===== config.mk =====
export PLATFORM = sky130hd
export DESIGN_NAME = bounded_deque
export DESIGN_NICKNAME = d
export VERILOG_FILES = /design/src/rtl/deque_pkg.sv /design/src/rtl/deque_storage.sv /design/src/rtl/bounded_deque.sv
export SDC_FILE = /design/constraint.sdc
export NUM_CORES = 1
export LEC_CHECK = 0
export CAP_MARGIN = 40
export CORE_UTILIZATION = 60
export DETAILED_ROUTE_END_ITERATION = 7
export PLACE_DENSITY = 0.88
export SLEW_MARGIN = 20
export SYNTH_ARGS = -nofsm -noshare
export SYNTH_HDL_FRONTEND = slang
export SYNTH_SLANG_ARGS = --single-unit

===== constraint.sdc =====
create_clock -name clk -period 10.3 [get_ports clk]
set_input_delay 2.06 -clock clk [delete_from_list [all_inputs] [get_ports clk]]
set_output_delay 2.06 -clock clk [all_outputs]
set_load 0.005 [all_outputs]

===== src/rtl/deque_pkg.sv =====
// Shared types and index helpers for the bounded deque.
// Holds the operation encoding and modular index arithmetic.
// The helpers use compare-and-subtract, so DEPTH need not be a power of two.
package deque_pkg;

  typedef enum logic [1:0] {
    PUSH_BACK  = 2'd0,
    PUSH_FRONT = 2'd1,
    POP_FRONT  = 2'd2,
    POP_BACK   = 2'd3
  } deque_op_e;

  // idx + 1, wrapping DEPTH-1 -> 0. idx must be < depth.
  function automatic int unsigned wrap_inc(input int unsigned idx, input int unsigned depth);
    if (idx + 32'd1 >= depth) return 32'd0;
    return idx + 32'd1;
  endfunction

  // idx - 1, wrapping 0 -> DEPTH-1. idx must be < depth.
  function automatic int unsigned wrap_dec(input int unsigned idx, input int unsigned depth);
    if (idx == 32'd0) return depth - 32'd1;
    return idx - 32'd1;
  endfunction

  // (idx + off) wrapped, for idx < depth and off <= depth.
  // One subtraction is enough because the sum stays below 2*depth.
  function automatic int unsigned wrap_add(input int unsigned idx, input int unsigned off,
                                           input int unsigned depth);
    int unsigned s;
    s = idx + off;
    if (s >= depth) s = s - depth;
    return s;
  endfunction

endpackage


===== src/rtl/deque_storage.sv =====
// Element storage for the bounded deque: one write port, three async read ports.
// Latency: writes land on the next rising edge; reads are combinational.
// Backpressure: none; the controller guarantees indices are always in range.
//
// Ports:
//   clk                     clock
//   wr_en/wr_idx/wr_data    single write port
//   front_idx -> front_rd   read port for the head element
//   back_idx  -> back_rd    read port for the tail element
//   pop_idx   -> pop_rd     read port feeding the popped-data register
module deque_storage #(
  parameter int WIDTH = 8,
  parameter int DEPTH = 5,
  parameter int AW    = (DEPTH > 1) ? $clog2(DEPTH) : 1
) (
  input  logic             clk,
  input  logic             wr_en,
  input  logic [AW-1:0]    wr_idx,
  input  logic [WIDTH-1:0] wr_data,
  input  logic [AW-1:0]    front_idx,
  input  logic [AW-1:0]    back_idx,
  input  logic [AW-1:0]    pop_idx,
  output logic [WIDTH-1:0] front_rd,
  output logic [WIDTH-1:0] back_rd,
  output logic [WIDTH-1:0] pop_rd
);

  // Contents are intentionally not reset: occupancy lives in the controller,
  // and unoccupied slots are never observed.
  logic [DEPTH-1:0][WIDTH-1:0] mem_q;
  logic [DEPTH-1:0][WIDTH-1:0] mem_d;

  always_comb begin
    mem_d = mem_q;
    if (wr_en) begin
      mem_d[wr_idx] = wr_data;
    end
  end

  always_ff @(posedge clk) begin
    mem_q <= mem_d;
  end

  assign front_rd = mem_q[front_idx];
  assign back_rd  = mem_q[back_idx];
  assign pop_rd   = mem_q[pop_idx];

endmodule


===== src/rtl/bounded_deque.sv =====
// Bounded double-ended queue with SV [$:DEPTH-1] overflow/underflow semantics.
// Latency: one op per cycle; popped data and flag pulses appear the next cycle.
// Backpressure: none; every op is accepted, excess pushes are discarded.
//
// Ports:
//   clk, rst                 clock, synchronous active-high reset
//   flush                    synchronous clear, wins over op_valid
//   op_valid, op, op_data    operation request (deque_op_e) and push payload
//   rd_valid, rd_data        registered pop response ('0 on underflow)
//   overflow, underflow      registered one-cycle event pulses
//   count, empty, full       occupancy
//   front_data, back_data    combinational head/tail peek, '0 when empty
module bounded_deque
  import deque_pkg::*;
#(
  parameter int WIDTH = 8,
  parameter int DEPTH = 5
) (
  input  logic                       clk,
  input  logic                       rst,
  input  logic                       flush,
  input  logic                       op_valid,
  input  logic [1:0]                 op,
  input  logic [WIDTH-1:0]           op_data,
  output logic                       rd_valid,
  output logic [WIDTH-1:0]           rd_data,
  output logic                       overflow,
  output logic                       underflow,
  output logic [$clog2(DEPTH+1)-1:0] count,
  output logic                       empty,
  output logic                       full,
  output logic [WIDTH-1:0]           front_data,
  output logic [WIDTH-1:0]           back_data
);

  localparam int AW = (DEPTH > 1) ? $clog2(DEPTH) : 1;
  localparam int CW = $clog2(DEPTH + 1);

  logic [AW-1:0]    head_q, head_d;
  logic [CW-1:0]    count_q, count_d;
  logic             rd_valid_q, rd_valid_d;
  logic [WIDTH-1:0] rd_data_q, rd_data_d;
  logic             overflow_q, overflow_d;
  logic             underflow_q, underflow_d;

  logic [AW-1:0]    head_inc, head_dec, push_back_idx, tail_idx, pop_idx;
  logic             wr_en;
  logic [AW-1:0]    wr_idx;
  logic [WIDTH-1:0] front_rd, back_rd, pop_rd;
  logic             is_empty, is_full;
  deque_op_e        op_e;

  assign op_e     = deque_op_e'(op);
  assign is_empty = (count_q == '0);
  assign is_full  = (count_q == CW'(DEPTH));

  // Index arithmetic. push_back_idx is the first free slot after the tail;
  // tail_idx is one before it, which is only meaningful when count > 0.
  assign head_inc      = AW'(wrap_inc(32'(head_q), DEPTH));
  assign head_dec      = AW'(wrap_dec(32'(head_q), DEPTH));
  assign push_back_idx = AW'(wrap_add(32'(head_q), 32'(count_q), DEPTH));
  assign tail_idx      = AW'(wrap_dec(32'(push_back_idx), DEPTH));
  assign pop_idx       = (op_e == POP_BACK) ? tail_idx : head_q;

  deque_storage #(
    .WIDTH (WIDTH),
    .DEPTH (DEPTH),
    .AW    (AW)
  ) u_storage (
    .clk       (clk),
    .wr_en     (wr_en),
    .wr_idx    (wr_idx),
    .wr_data   (op_data),
    .front_idx (head_q),
    .back_idx  (tail_idx),
    .pop_idx   (pop_idx),
    .front_rd  (front_rd),
    .back_rd   (back_rd),
    .pop_rd    (pop_rd)
  );

  always_comb begin
    head_d      = head_q;
    count_d     = count_q;
    rd_valid_d  = 1'b0;
    rd_data_d   = rd_data_q;
    overflow_d  = 1'b0;
    underflow_d = 1'b0;
    wr_en       = 1'b0;
    wr_idx      = push_back_idx;

    if (flush) begin
      // Head is re-centred only here and on reset, never when count drains.
      head_d  = '0;
      count_d = '0;
    end else if (op_valid) begin
      unique case (op_e)
        PUSH_BACK: begin
          if (is_full) begin
            overflow_d = 1'b1;
          end else begin
            wr_en   = 1'b1;
            wr_idx  = push_back_idx;
            count_d = count_q + CW'(1);
          end
        end
        PUSH_FRONT: begin
          // When full, the slot before head is the current tail, so the
          // write itself evicts the back element.
          wr_en  = 1'b1;
          wr_idx = head_dec;
          head_d = head_dec;
          if (is_full) begin
            overflow_d = 1'b1;
          end else begin
            count_d = count_q + CW'(1);
          end
        end
        POP_FRONT, POP_BACK: begin
          rd_valid_d = 1'b1;
          if (is_empty) begin
            rd_data_d   = '0;
            underflow_d = 1'b1;
          end else begin
            rd_data_d = pop_rd;
            count_d   = count_q - CW'(1);
            if (op_e == POP_FRONT) begin
              head_d = head_inc;
            end
          end
        end
        default: ;
      endcase
    end
  end

  always_ff @(posedge clk) begin
    if (rst) begin
      head_q      <= '0;
      count_q     <= '0;
      rd_valid_q  <= 1'b0;
      rd_data_q   <= '0;
      overflow_q  <= 1'b0;
      underflow_q <= 1'b0;
    end else begin
      head_q      <= head_d;
      count_q     <= count_d;
      rd_valid_q  <= rd_valid_d;
      rd_data_q   <= rd_data_d;
      overflow_q  <= overflow_d;
      underflow_q <= underflow_d;
    end
  end

  assign rd_valid   = rd_valid_q;
  assign rd_data    = rd_data_q;
  assign overflow   = overflow_q;
  assign underflow  = underflow_q;
  assign count      = count_q;
  assign empty      = is_empty;
  assign full       = is_full;
  assign front_data = is_empty ? '0 : front_rd;
  assign back_data  = is_empty ? '0 : back_rd;

endmodule


==> results of run 1 <==
power by group through the flow:
stage	Combinational [mW]	Clock, mW	Sequential (mW)
after floorplan	0.0854	0	0.256
after global placement	0.122	0	0.258
after detailed placement	0.127	0	0.258
after CTS	0.131	0.218	0.253
after global routing	0.143	0.231	0.253
final	0.136	0.221	0.253
final timing paths:
| kind | start | end | cells after the start |
|---|---|---|---|
| worst min register to register | rd_data[7]$_SDFFE_PP0P_ | rd_data[7]$_SDFFE_PP0P_ | 2 |
| worst min-delay path | rd_data[7]$_SDFFE_PP0P_ | rd_data[7]$_SDFFE_PP0P_ | 2 |
| worst max register to register | head_q[0]$_SDFFE_PP0P_ | rd_data[3]$_SDFFE_PP0P_ | 14 |
| worst max-delay path | head_q[0]$_SDFFE_PP0P_ | back_data[1] | 16 |
layout make-up:
class,count,area [um^2],area share (%)
flip-flops and latches,57,1540,35.4
clock inverters,5,53.8,1.23
clock buffers,11,151,3.47
multi-input cells,226,1910,43.8
inverters,20,75.1,1.72
repair buffers,56,538,12.3
well taps,72,90.1,2.07
critical path, delay by kind of cell (launching register included):
family / cells / cell delay (ps)
fa+ha+maj: 4 / 1390
xor+xnor: 1 / 150
buf+inv: 3 / 770
simple gates: 5 / 1730
flops: 1 / 820
compound gates: 3 / 890
cell usage in the layout, fill, tap and decap left out, types with 2 or more instances in the layout:
cell type,synthesis,routed
a211oi_1,4,4
a21boi_0,2,2
a21oi_1,18,18
a22oi_1,16,16
a311oi_1,2,2
and3_1,2,2
buf_4,2,8
clkbuf_8,0,11
clkdlybuf4s50_1,0,45
clkinvlp_4,0,2
dfxtp_1,17,17
edfxtp_1,40,40
fa_1,2,2
ha_1,15,15
inv_1,20,20
mux2_2,10,10
mux2i_1,23,23
mux4_2,8,8
nand2_1,17,17
nand2b_1,5,5
nand3_1,3,3
nand4_1,2,2
nor2_1,25,25
nor3_1,3,3
nor4_1,2,2
o2111a_1,7,7
o211a_1,2,2
o21ai_0,4,4
o221ai_2,8,8
o22ai_1,8,8
or2_2,10,10
or3_1,4,4
or3b_1,2,2
xnor2_1,2,2
state kept, by name, indices dropped and copies added (netlist names):
| name | cells |
|---|---|
| underflow | 1 |
| count | 3 |
| rd_valid | 1 |
| u_storage.mem_q | 40 |
| head_q | 3 |
| rd_data | 8 |
| overflow | 1 |
cells by family (layout without fill, tap and decap cells):
logic type               Yosys count  after routing  share of synthesized area (%)
multiplexers                      41             41                           14.5
buffers and inverters             34             92                           4.27
flip-flops                        57             57                           42.8
XOR/XNOR                           3              3                           1.25
AND/OR/NAND/NOR                   81             81                           11.3
adder cells (fa/ha/maj)           17             17                           6.32
AO/OA/AOI/OAI                     84             84                           19.5
per-stage QoR:
step / util, % / cell area (um^2)
after floorplan: - / 3600
after global placement: 72.3 / 4080
after detailed placement: 73.1 / 4120
after CTS: 76.7 / 4330
after global routing: 77.2 / 4360
final: 77.2 / 4360
layer usage:
layer	share of wire, %	track usage (%)	vias up
li1	-	-	1323
met1	38	44.8	1463
met2	48	57.3	236
met3	9.8	6.63	52
met4	4.2	22.5	0
met5	0	0	-
==> flow_summary_export.csv, run 1 <==
group,metric,value,unit
worst_setup_path,cp_max_fo,17,
layout,finalNonFillerCells,447,
outcome,run_status,"completed",
place,gp_congestion,0.890,
synthesis,ys.flop_type,"edfxtp_1",
sta,hold_ws,463,ps
power_and_ir_drop,seq_power_share,41.5,%
power_and_ir_drop,p_clk_share,36.2,%
grt,antenna_found_initial,0,
clocking,cts_tree,"built",
sta,tightest_slew,773,ps
grt,grt-ovfl-total,0,
synthesis,yosysSeqAreaShare,42.8,%
sta,clock.fmax,0.122,GHz
layout,area_growth,20.9,%
synthesis,ys_types,55,
power_and_ir_drop,finalPower,610,uW
clocking,cts_buffers,9,
clocking,root_buffer,"clkbuf_8",
power_and_ir_drop,internal_power,430,uW
synthesis,async_flop_share,0,%
clocking,clock_path_buffers,2,
place,hpwl,6.95,mm
place,dp_cells,428,
power_and_ir_drop,power_leakage,1.59,nW
die,pin_count,46,
synthesis,synth_area_per_cell,11.4,um^2
detailed_routing,drc,0,
sta,clock_skew,14.6,ps
sta,finalCriticalPeriod,8190,ps
layout,layout-drive-gt1-share,18.4,%
clocking,cts_num_sinks,57,
worst_setup_path,crit_chain,"ha_1 > fa_1 > inv_1 > ha_1 > nand2b_1 > a221oi_2 > xnor2_1 > buf_4 > ha_1 > or3_1 > a211oi_1 > or4_4 > nand4_1 > or2_2 > o2111a_1 > clkdlybuf4s50_1",
synthesis,yosysTopAreaCell,"edfxtp_1",
sta,slew_violations,0,
worst_setup_path,startpoint_type,"flip-flop",
power_and_ir_drop,comb_power_share,22.3,%
detailed_routing,ant_nets,0,
worst_setup_path,rrSetupSlack,5030,ps
worst_setup_path,critPathMaxStageDelay,820,ps
worst_setup_path,crit_type,"reg -> out",
power_and_ir_drop,pwr_density_cell,140,mW/mm^2
power_and_ir_drop,p_switching,180,uW
job,drv_cap,0,
worst_setup_path,worstPathRequired,8240,ps
die,core,0.00564,mm^2
worst_setup_path,cpMaxStageDelayCell,"dfxtp_1",
die,rows,27,
worst_setup_path,cp_common_cell,"ha_1",
synthesis,syn-num-nets,348,
layout,final_nets,401,
synthesis,synth-edff-count,40,
worst_setup_path,cp.arrival,6130,ps
grt,gr-usage-all-layers,35.9,%
die,die-area,0.00632,mm^2
worst_setup_path,crit_path_end_kind,"output pin",
place,io_buffers,45,
detailed_routing,wl_per_cell,23.8,um
synthesis,synthTopCellsByCount,"edfxtp_1, nor2_1, mux2i_1, inv_1, a21oi_1",
grt,grt_pass1_wl,16.4,mm
synthesis,synth_most_common_cell,"edfxtp_1",
hold_path,min_path_type,"reg -> reg",
grt,grt_pass1_vias,3081,
place,pre_cts_ws,2760,ps
synthesis,synth.top_cell.area_share,33.3,%
die,start_util,63.9,%
sta,finalSetupViolCount,0,
clocking,postCtsHoldBufs,0,
power_and_ir_drop,ir_drop,112,uV
synthesis,synth.ff_latch_count,57,
grt,grt_max_degree,19,
power_and_ir_drop,sw_frac_of_total,29.4,%
detailed_routing,viasPerCell,6.88,
die,die_w,79.5,um
clocking,post_cts_buffers,0,
clocking,htreeDepth,3,
sta,setup_slack,2110,ps
detailed_routing,drt_iter0_drc,370,
clocking,insertion_delay,350,ps
die,die_y,79.5,um
synthesis,synth_area_leaders,"edfxtp_1, dfxtp_1, mux2i_1",
synthesis,synth-warning-count,0,
sta,hold_viol_final,0,
clocking,postCtsResizedCells,0,
sta,tns,0,ps
detailed_routing,wl,10.6,mm
layout,fill_cells,356,
detailed_routing,num_vias,3074,
synthesis,synthCells,317,
sta,rsz0062_at_grt,"false",
layout,antennaDiodeCount,0,
detailed_routing,dr.pass1.iters,7,
synthesis,syn-cell-area,0.00360,mm^2
clocking,clk_pin_slew,70,ps
sta,slew_headroom,48.4,%
sta,finalCritPeriodShare,79.5,%
Note: power is estimated with default switching activity, not from simulation.
==> inputs of run 2 (changes only) <==
--- a/config.mk
+++ b/config.mk
@@ -6,9 +6,9 @@
 export NUM_CORES = 1
 export LEC_CHECK = 0
 export CAP_MARGIN = 40
-export CORE_UTILIZATION = 60
+export CORE_UTILIZATION = 56
 export DETAILED_ROUTE_END_ITERATION = 7
-export PLACE_DENSITY = 0.88
+export PLACE_DENSITY = 0.83
 export SLEW_MARGIN = 20
 export SYNTH_ARGS = -nofsm -noshare
 export SYNTH_HDL_FRONTEND = slang
==> constraint.sdc (replaced) <==
create_clock -name clk -period 7.9 [get_ports clk]
set_input_delay 1.58 -clock clk [delete_from_list [all_inputs] [get_ports clk]]
set_output_delay 1.58 -clock clk [all_outputs]
set_load 0.005 [all_outputs]
==> run 2 against run 1 <==
  * Sequential share of layout area rose by 0.13 points
  * Critical endpoint is now back_data[5]
  * Power grew 22%
  * Flip-flop and latch count is the same
  * Via count decreased by 4.0%
  * Non-clock buffer count rose by 2
  * First-iteration DRC count is 7.6% higher
  * Wire length is 11% lower
  * Highest routed layer unchanged
  * Register-to-register slack worse by 2100 ps
==> flow_summary_export.csv, run 2 (synthesis results as in run 1) <==
group,metric,value,unit
clocking,cts_buffers,9,
die,pin_count,46,
clocking,postCtsResizedCells,0,
die,core,0.00606,mm^2
layout,largest_reg_flops,40,
sta,tns,0,ps
layout,layout-drive-gt1-share,18.8,%
layout,area_growth,20.5,%
worst_setup_path,crit_type,"reg -> out",
place,io_buffers,45,
power_and_ir_drop,pwr_density_cell,171,mW/mm^2
clocking,postCtsHoldBufs,0,
clocking,htreeDepth,3,
die,die-area,0.00676,mm^2
hold_path,min_path_type,"reg -> reg",
detailed_routing,viasPerCell,6.53,
clocking,cts_num_sinks,57,
clocking,clock_path_buffers,2,
sta,slew_headroom,53.6,%
clocking,insertion_delay,350,ps
worst_setup_path,worstPathRequired,6320,ps
sta,tightest_slew,691,ps
power_and_ir_drop,ir_drop,136,uV
detailed_routing,drc,0,
clocking,clk_pin_slew,70,ps
power_and_ir_drop,p_clk_share,32.5,%
grt,grt_pass1_vias,2830,
detailed_routing,ant_nets,0,
sta,clock_skew,6.61,ps
die,die_w,82.2,um
layout,regMostFlops,"u_storage.mem_q",
sta,finalSetupViolCount,0,
power_and_ir_drop,seq_power_share,44.1,%
grt,antenna_found_initial,0,
place,gp_congestion,0.925,
detailed_routing,num_vias,2952,
job,drv_cap,0,
grt,gr-usage-all-layers,31.0,%
outcome,run_status,"completed",
layout,final_common_cell,"clkdlybuf4s50_1",
detailed_routing,drt_iter0_drc,398,
sta,finalCriticalPeriod,7090,ps
worst_setup_path,crit_path_end_kind,"output pin",
layout,final_cell_mix,"clkdlybuf4s50_1, edfxtp_1, nor2_1",
sta,slew_violations,0,
die,rows,28,
worst_setup_path,cp_max_fo,11,
clocking,cts_tree,"built",
layout,antennaDiodeCount,0,
power_and_ir_drop,sw_frac_of_total,30.9,%
sta,rsz0062_at_grt,"false",
power_and_ir_drop,p_switching,230,uW
worst_setup_path,startpoint_type,"flip-flop",
detailed_routing,dr.pass1.iters,5,
power_and_ir_drop,power_leakage,1.58,nW
clocking,root_buffer,"clkbuf_8",
clocking,post_cts_buffers,0,
die,die_y,82.2,um
power_and_ir_drop,finalPower,743,uW
worst_setup_path,cp.arrival,5510,ps
sta,hold_viol_final,0,
grt,grt-ovfl-total,0,
grt,grt_pass1_wl,14.7,mm
layout,utilization,71.6,%
power_and_ir_drop,comb_power_share,23.4,%
detailed_routing,wl,9.48,mm
die,start_util,59.5,%
grt,grt_max_degree,19,
place,hpwl,6.65,mm
layout,final_nets,403,
power_and_ir_drop,internal_power,514,uW
layout,fill_cells,453,
sta,clock.fmax,0.141,GHz
sta,finalCritPeriodShare,89.7,%
detailed_routing,wl_per_cell,21.0,um
[run 2: stage by stage]
step	cells	hold slack, ps	setup WS [ps]	area [um^2]
global route	452	497	468	4340
finish	452	465	812	4340
detailed placement	434	452	1140	4150
global placement	426	452	1370	4090
CTS	450	473	709	4320
floorplan	317	462	2320	3600
[run 2: path summary, 6_finish.rpt]
check,slack [ps],start,to,cells past startpoint
min reg2reg,460,rd_data[5]$_SDFFE_PP0P_,rd_data[5]$_SDFFE_PP0P_,2
max,810,count[0]$_SDFFE_PP0P_,back_data[5],16
max reg2reg,2950,count[0]$_SDFFE_PP0P_,rd_data[7]$_SDFFE_PP0P_,14
min,460,rd_data[5]$_SDFFE_PP0P_,rd_data[5]$_SDFFE_PP0P_,2
[run 2: power by group through the flow]
stage | Combinational, mW | Clock (mW) | Sequential, mW
final | 0.174 | 0.242 | 0.328
after global routing | 0.187 | 0.256 | 0.328
after CTS | 0.169 | 0.244 | 0.328
after detailed placement | 0.166 | 0 | 0.334
after global placement | 0.160 | 0 | 0.334
after floorplan | 0.111 | 0 | 0.334
[run 2: layout make-up]
cell class	instances	area, um^2	share of cell area (%)
clock buffer	10	128	2.94
clock inverter	6	45.0	1.04
inverter	20	75.1	1.73
multi-input combinational	226	1910	43.9
sequential	57	1540	35.5
tap	75	93.8	2.16
timing repair buffer	58	551	12.7
[run 2: worst max-delay path, cell delays in order, from the launching register on]
cell,delay (ps)
dfxtp_1,480
ha_1,270
fa_1,460
inv_1,90
ha_1,350
nand2b_1,160
a221oi_2,390
xnor2_1,140
clkbuf_4,210
ha_1,240
or3_1,350
a211oi_1,320
or4_4,290
nand4_1,370
or2_2,430
o2111a_1,140
clkdlybuf4s50_1,460
[run 2: metal layers]
| metal | part of all wire [%] | GRT usage, % | up-vias | routed length, um |
|---|---|---|---|---|
| met5 | 0 | 0 | - | 0 |
| met4 | 3.2 | 15.1 | 0 | 306 |
| met3 | 9.3 | 8.68 | 28 | 885 |
| met2 | 47 | 48.6 | 188 | 4500 |
| met1 | 40 | 39.3 | 1403 | 3790 |
| li1 | - | - | 1333 | - |
